[src/rtl/uart_pkg.sv]
// Shared UART definitions: TX controller state encoding, frame length, idle line pattern.
// Imported by the TX controller and its sub-modules.
package uart_pkg;

  typedef enum logic [1:0] {
    IDLE   = 2'b00,
    LOADSR = 2'b01,
    SHIFT  = 2'b10
  } tx_state_t;

  localparam int          NBITS   = 11;
  localparam logic [10:0] SR_IDLE = 11'h7FF;

endpackage

[src/rtl/bit_time_ctr.sv]
// Bit-time counter with unit-time (btu) equality compare; wraps to 0 on btu while enabled.
// btu is combinational from the count and bit_time; clear takes priority over enable.
module bit_time_ctr #(
  parameter int BT_W = 19
) (
  input  logic            clk,
  input  logic            rst_n,
  input  logic            clr,
  input  logic            en,
  input  logic [BT_W-1:0] bit_time,
  output logic            btu
);

  logic [BT_W-1:0] cnt;

  assign btu = (cnt == bit_time);

  always_ff @(posedge clk) begin
    if (!rst_n || clr) begin
      cnt <= '0;
    end else if (en) begin
      cnt <= btu ? '0 : cnt + 1'b1;
    end
  end

endmodule

[src/rtl/decode_shr.sv]
// Picks the two frame bits above data[6:0]: {stop-or-parity, bit7-or-parity-or-stop}.
// Pure combinational, no handshake.
module decode_shr (
  input  logic [7:0] data_in,
  input  logic       eight,
  input  logic       pen,
  input  logic       ohel,
  output logic [1:0] data_out
);

  logic par7;
  logic par8;

  // Odd parity inverts the XOR reduction so the total count of ones comes out odd.
  assign par7 = ohel ? ~^data_in[6:0] : ^data_in[6:0];
  assign par8 = ohel ? ~^data_in      : ^data_in;

  always_comb begin
    data_out = 2'b11;
    case ({eight, pen})
      2'b00: data_out = 2'b11;
      2'b01: data_out = {1'b1, par7};
      2'b10: data_out = {1'b1, data_in[7]};
      2'b11: data_out = {par8, data_in[7]};
      default: data_out = 2'b11;
    endcase
  end

endmodule

[src/rtl/uart_tx_ctrl.sv]
// UART transmit controller: captures a byte on LOAD/TXRDY, serialises an 11-bit frame LSB-first.
// Frame occupies 1 LOADSR cycle plus 11*(BIT_TIME+1) clocks; LOAD is ignored while TXRDY=0.
module uart_tx_ctrl
  import uart_pkg::*;
#(
  parameter int BT_W = 19
) (
  input  logic            CLK,
  input  logic            RESET_N,
  input  logic            LOAD,
  input  logic [7:0]      LOAD_DATA,
  input  logic            EIGHT,
  input  logic            PEN,
  input  logic            OHEL,
  input  logic [BT_W-1:0] BIT_TIME,
  output logic            TX,
  output logic            TXRDY,
  output logic            TX_DONE
);

  tx_state_t   state;
  tx_state_t   state_nxt;
  logic [10:0] sr;
  logic [3:0]  bit_cnt;
  logic [7:0]  hold_dat;
  logic        hold_eight;
  logic        hold_pen;
  logic        hold_ohel;
  logic [1:0]  dec_out;
  logic        btu;
  logic        capture;
  logic        load_sr;
  logic        shift_en;
  logic        ctr_en;
  logic        last_bit;
  logic        done_nxt;

  decode_shr u_decode_shr (
    .data_in  (hold_dat),
    .eight    (hold_eight),
    .pen      (hold_pen),
    .ohel     (hold_ohel),
    .data_out (dec_out)
  );

  bit_time_ctr #(.BT_W(BT_W)) u_bit_time_ctr (
    .clk      (CLK),
    .rst_n    (RESET_N),
    .clr      (load_sr),
    .en       (ctr_en),
    .bit_time (BIT_TIME),
    .btu      (btu)
  );

  assign TX       = sr[0];
  assign TXRDY    = (state == IDLE);
  assign last_bit = (bit_cnt == 4'(NBITS - 1));

  always_comb begin
    state_nxt = state;
    capture   = 1'b0;
    load_sr   = 1'b0;
    shift_en  = 1'b0;
    ctr_en    = 1'b0;
    done_nxt  = 1'b0;
    case (state)
      IDLE: begin
        if (LOAD) begin
          capture   = 1'b1;
          state_nxt = LOADSR;
        end
      end
      LOADSR: begin
        load_sr   = 1'b1;
        state_nxt = SHIFT;
      end
      SHIFT: begin
        ctr_en   = 1'b1;
        shift_en = btu;
        if (btu && last_bit) begin
          state_nxt = IDLE;
          done_nxt  = 1'b1;
        end
      end
      default: state_nxt = IDLE;
    endcase
  end

  always_ff @(posedge CLK) begin
    if (!RESET_N) begin
      state      <= IDLE;
      sr         <= SR_IDLE;
      bit_cnt    <= '0;
      hold_dat   <= '0;
      hold_eight <= 1'b0;
      hold_pen   <= 1'b0;
      hold_ohel  <= 1'b0;
      TX_DONE    <= 1'b0;
    end else begin
      state   <= state_nxt;
      TX_DONE <= done_nxt;
      if (capture) begin
        hold_dat   <= LOAD_DATA;
        hold_eight <= EIGHT;
        hold_pen   <= PEN;
        hold_ohel  <= OHEL;
      end
      // Frame LSB first: idle 1, start 0, d[6:0], then the two decoded upper bits.
      if (load_sr) begin
        sr      <= {dec_out[1], dec_out[0], hold_dat[6:0], 1'b0, 1'b1};
        bit_cnt <= '0;
      end else if (shift_en) begin
        sr      <= {1'b1, sr[10:1]};
        bit_cnt <= last_bit ? 4'd0 : bit_cnt + 4'd1;
      end
    end
  end

endmodule
[config.mk]
export PLATFORM = sky130hd
export DESIGN_NAME = uart_tx_ctrl
export DESIGN_NICKNAME = d
export VERILOG_FILES = /design/src/rtl/uart_pkg.sv /design/src/rtl/bit_time_ctr.sv /design/src/rtl/decode_shr.sv /design/src/rtl/uart_tx_ctrl.sv
export SDC_FILE = /design/constraint.sdc
export NUM_CORES = 1
export LEC_CHECK = 0
export ABC_AREA = 1
export CAP_MARGIN = 40
export CORE_MARGIN = 5
export CORE_UTILIZATION = 33
export CTS_BUF_LIST = sky130_fd_sc_hd__clkbuf_16
export CTS_CLUSTER_SIZE = 20
export DETAILED_ROUTE_END_ITERATION = 6
export GPL_ROUTABILITY_DRIVEN = 0
export SETUP_SLACK_MARGIN = 0.4
export SYNTH_ARGS = -nofsm -noshare
export SYNTH_HDL_FRONTEND = slang
export SYNTH_SLANG_ARGS = --single-unit
export TNS_END_PERCENT = 20
[constraint.sdc]
create_clock -name CLK -period 4.55 [get_ports CLK]
set_input_delay 0.6825 -clock CLK [delete_from_list [all_inputs] [get_ports CLK]]
set_output_delay 0.6825 -clock CLK [all_outputs]
set_load 0.02 [all_outputs]
==> metrics.md <==
| Metric | Value |
|---|---|
| Post-DR wirelength/cell | 10.8 µm |
| Gr usage total | 12.6% |
| Lkg Pwr | 1.51 nW |
| GRT busiest layer | met2 |
| Mean area per synthesized cell | 6.45 µm² |
| Area delta synth->final | 19.0% |
| Hold-critical path depth | 2 |
| Pwr Density | 279 nW/µm² |
| Arr. time, crit path | 2.90 ns |
| WS Path Type | primary input to flop |
| Largest net degree at the start of global routing | 23 |
| Post-synthesis register bit count | 48 |
| Net switching power | 0.252 mW |
| Global routing usage on met2 | 21.1% |
| Data required time of the worst path | 4.71 ns |
| Core Area | 8640 µm² |
| Clock buffer depth | 2 |
| Pins Over Slew Limit | 0 |
| Register share of total power | 47.5% |
| Cell-internal power | 0.707 mW |
| Post-route ant nets | 0 |
| Layout cells sized above 1 | 9.60% |
| # hold bufs at CTS | 0 |
| CTS tree | done |
| Vias | 2636 |
| DRC Markers | 0 |
| Min cycle time layout | 2.74 ns |
| Slowest CP cell | nand2_2 |
| Port Buffers | 35 |
| First DRT Iteration DRCs | 53 |
| Starting Density | 33.4% |
| Register area share after synthesis | 33.3% |
| Area of the multi-input gates | 1600 µm² |
| Synthesized netlist cell count | 447 |
| Final Hold Viols | 0 |
| Worst path buffer plus inverter count | 2 |
| Fmax | 365 MHz |
| Global-route wire length before repair | 10800 µm |
| Num ports | 36 |
| Vias in the first global route | 2461 |
| Top delay family on crit path | simple AND/OR/NAND/NOR gates |
| Met1 Usage GRT | 16.0% |
| Worst setup SP type | primary input |
| Clock power share | 36.5% |
| Initial DRT Pass Iterations | 4 |
| Switching part of the total power | 26.3% |
| Clock Skew | 0.00380 ns |
| Slew margin rel. | 53.8% |
| Most used cell, CP | nand2_1 |
| Reg2reg start | u_bit_time_ctr.cnt[4] |
| Comb pwr share | 16.0% |
| Worst Tran Pin Value | 0.691 ns |
| Setup Buffers After CTS | 0 |
| Clock sinks | 48 |
| Synth Cell Area | 2880 µm² |
| Hold_ws | 0.481 ns |
| DIE AREA | 10700 µm² |
| Root Driver | clkbuf_16 |
| Crit path capture type | flop |
| Layout Nets | 512 |
| Critical path fanouts, max | 20 |
| Final setup fails | 0 |
| Hold worst-path end | sr[3] |
| DRT Wirelength | 6360 µm |
| Synth warnings | 0 |
| VDD IR-drop max | 0.000146 V |
| H-Tree Depth | 2 |
| # rows | 34 |
| Post-route clock period utilization | 60.2% |
| Horiz. Die Dim | 103 µm |
| Antenna violations before repair | 0 |
| Clock slew at reported path FFs | 0.06 ns |
| Crit path largest cell delay | 0.57 ns |
| Clk Latency, worst-skew pair | 0.28 ns |
| Total gr overflow | 0 |
| Worst hold path type | flop to flop |
| R2r setup slk | 2.24 ns |
| PostCTS Resize Cnt | 0 |
| Status | finished clean |
| Cells along the critical path | clkdlybuf4s50_1 -> inv_1 -> nand2_1 -> nand2_1 -> nor2_1 -> nand2_1 -> nor2_2 -> nand4_2 -> nand2_2 -> nor2_1 |
| Maxcap violations | 0 |
| Cells on worst reg2reg path | 9 |
| # fillers | 915 |
| Synth cell types | 28 |
| Sequential standard cell area | 961 µm² |
| Via density | 4.49 |
| DP HPWL | 4920 µm |
| Reg2reg end | u_bit_time_ctr.cnt[11] |
| GRT met3 Usage | 2.88% |
| Total clock buffers created by CTS | 5 |
| Syn_nets | 481 |
| Die Y | 103 µm |
| RSZ-0062 raised after global routing | false |
| Worst hold start | sr[3] |
| Setup TNS | 0 ns |
| Antenna cells | 0 |
[cell usage in the layout (no fill, tap or decap)]
master / netlist / routed
nand2_1: 145 / 145
inv_1: 55 / 57
nor2_1: 50 / 50
dfxtp_1: 48 / 48
clkdlybuf4s50_1: 0 / 35
o21ai_0: 26 / 26
nand3_2: 19 / 19
a21oi_1: 18 / 18
nand3_1: 14 / 14
xor2_1: 11 / 11
inv_2: 9 / 9
nor3_1: 8 / 8
nand4_1: 7 / 7
xnor2_1: 6 / 6
clkbuf_16: 0 / 5
nand2_2: 4 / 4
nor2_2: 4 / 4
nand3b_1: 3 / 3
nor2_4: 2 / 2
nand4_2: 1 / 1
o211ai_1: 1 / 1
nor4_1: 1 / 1
o22ai_1: 1 / 1
nor3_4: 1 / 1
ha_1: 1 / 1
clkinv_1: 0 / 1
buf_4: 4 / 1
[per-stage QoR]
step | power, mW | worst slack [ns] | instances | area (µm²) | utilization (%)
5_1_grt | 1.01 | 1.50 | 587 | 3430 | 39.7
3_3_place_gp | 0.616 | 1.51 | 579 | 3300 | 38.2
6_report | 0.959 | 1.81 | 587 | 3430 | 39.7
3_5_place_dp | 0.619 | 1.49 | 579 | 3300 | 38.2
4_1_cts | 0.968 | 1.79 | 587 | 3430 | 39.7
2_1_floorplan | 0.564 | 2.84 | 447 | 2880 | -
[worst reg2reg max path: cells and delay by family (launching register included)]
| kind | cells | cell delay, ns |
|---|---|---|
| and+or+nand+nor | 8 | 1.67 |
| DFF | 1 | 0.45 |
| buffers and inverters | 1 | 0.07 |
[cell type report]
class | count | share of cell area [%]
flip-flops and latches | 48 | 28.0
repair buffers | 36 | 10.4
inverters | 64 | 7.00
multi-input cells | 323 | 46.7
clock buffers | 5 | 3.65
well taps | 108 | 3.94
clock inverters | 3 | 0.328
[per-layer routing]
| metal | up-vias | routed length (µm) |
|---|---|---|
| li1 | 1447 | - |
| met4 | 0 | 157 |
| met3 | 13 | 324 |
| met5 | - | 0 |
| met2 | 46 | 2930 |
| met1 | 1130 | 2950 |
[logic make-up after synthesis]
group | Yosys count | share of synthesized area [%]
xor gates and xnor gates | 17 | 5.16
adders and majority gates | 1 | 0.434
buffers and inverters | 76 | 11.1
and+or+nand+nor | 259 | 41.8
DFF | 48 | 33.3
AOI/OAI and AO/OA | 46 | 8.11
[Yosys cell counts]
| cell | count | area share [%] |
|---|---|---|
| o22ai_1 | 1 | 0.22 |
| nand4_1 | 7 | 1.5 |
| nand2_1 | 145 | 19 |
| buf_6 | 1 | 0.39 |
| nand3_1 | 14 | 2.4 |
| o211ai_1 | 1 | 0.26 |
| inv_2 | 9 | 1.2 |
| ha_1 | 1 | 0.43 |
| o21ai_0 | 26 | 4.5 |
| xor2_1 | 11 | 3.3 |
| inv_1 | 55 | 7.2 |
| nor3_1 | 8 | 1.4 |
| nor2_4 | 2 | 0.78 |
| nand2_2 | 4 | 0.87 |
| buf_8 | 1 | 0.52 |
| buf_2 | 2 | 0.35 |
| xnor2_1 | 6 | 1.8 |
| dfxtp_1 | 48 | 33 |
| nor2_2 | 4 | 0.87 |
| nand3_2 | 19 | 6.6 |
| nor2_1 | 50 | 6.5 |
| nor3_4 | 1 | 0.56 |
| a21oi_1 | 18 | 3.1 |
| nand3b_1 | 3 | 0.78 |
| nand4_2 | 1 | 0.43 |
| clkbuf_1 | 4 | 0.52 |
| buf_4 | 4 | 1.0 |
| nor4_1 | 1 | 0.22 |
[how the worst max path moves through the flow]
stage	from	to	cells after the start
floorplan	BIT_TIME[18]	sr[1]	8
global placement	BIT_TIME[4]	u_bit_time_ctr.cnt[11]	10
detailed placement	BIT_TIME[4]	u_bit_time_ctr.cnt[11]	10
CTS	BIT_TIME[4]	u_bit_time_ctr.cnt[11]	10
global route	BIT_TIME[8]	u_bit_time_ctr.cnt[1]	10
finish	BIT_TIME[12]	u_bit_time_ctr.cnt[11]	10
[power groups by stage]
stage | Combinational (mW) | Clock, mW | Sequential, mW
after floorplan | 0.103 | 0 | 0.462
after global placement | 0.153 | 0 | 0.464
after detailed placement | 0.155 | 0 | 0.464
after CTS | 0.156 | 0.357 | 0.455
after global routing | 0.175 | 0.376 | 0.457
final | 0.153 | 0.350 | 0.455
[sequential cells by signal (all words and copies together) (netlist names)]
signal	flops
hold_eight	1
hold_pen	1
sr	11
u_bit_time_ctr.cnt	19
bit_cnt	4
hold_ohel	1
state	2
TX_DONE	1
hold_dat	8
No activity file was read; power rests on OpenSTA's default activity.
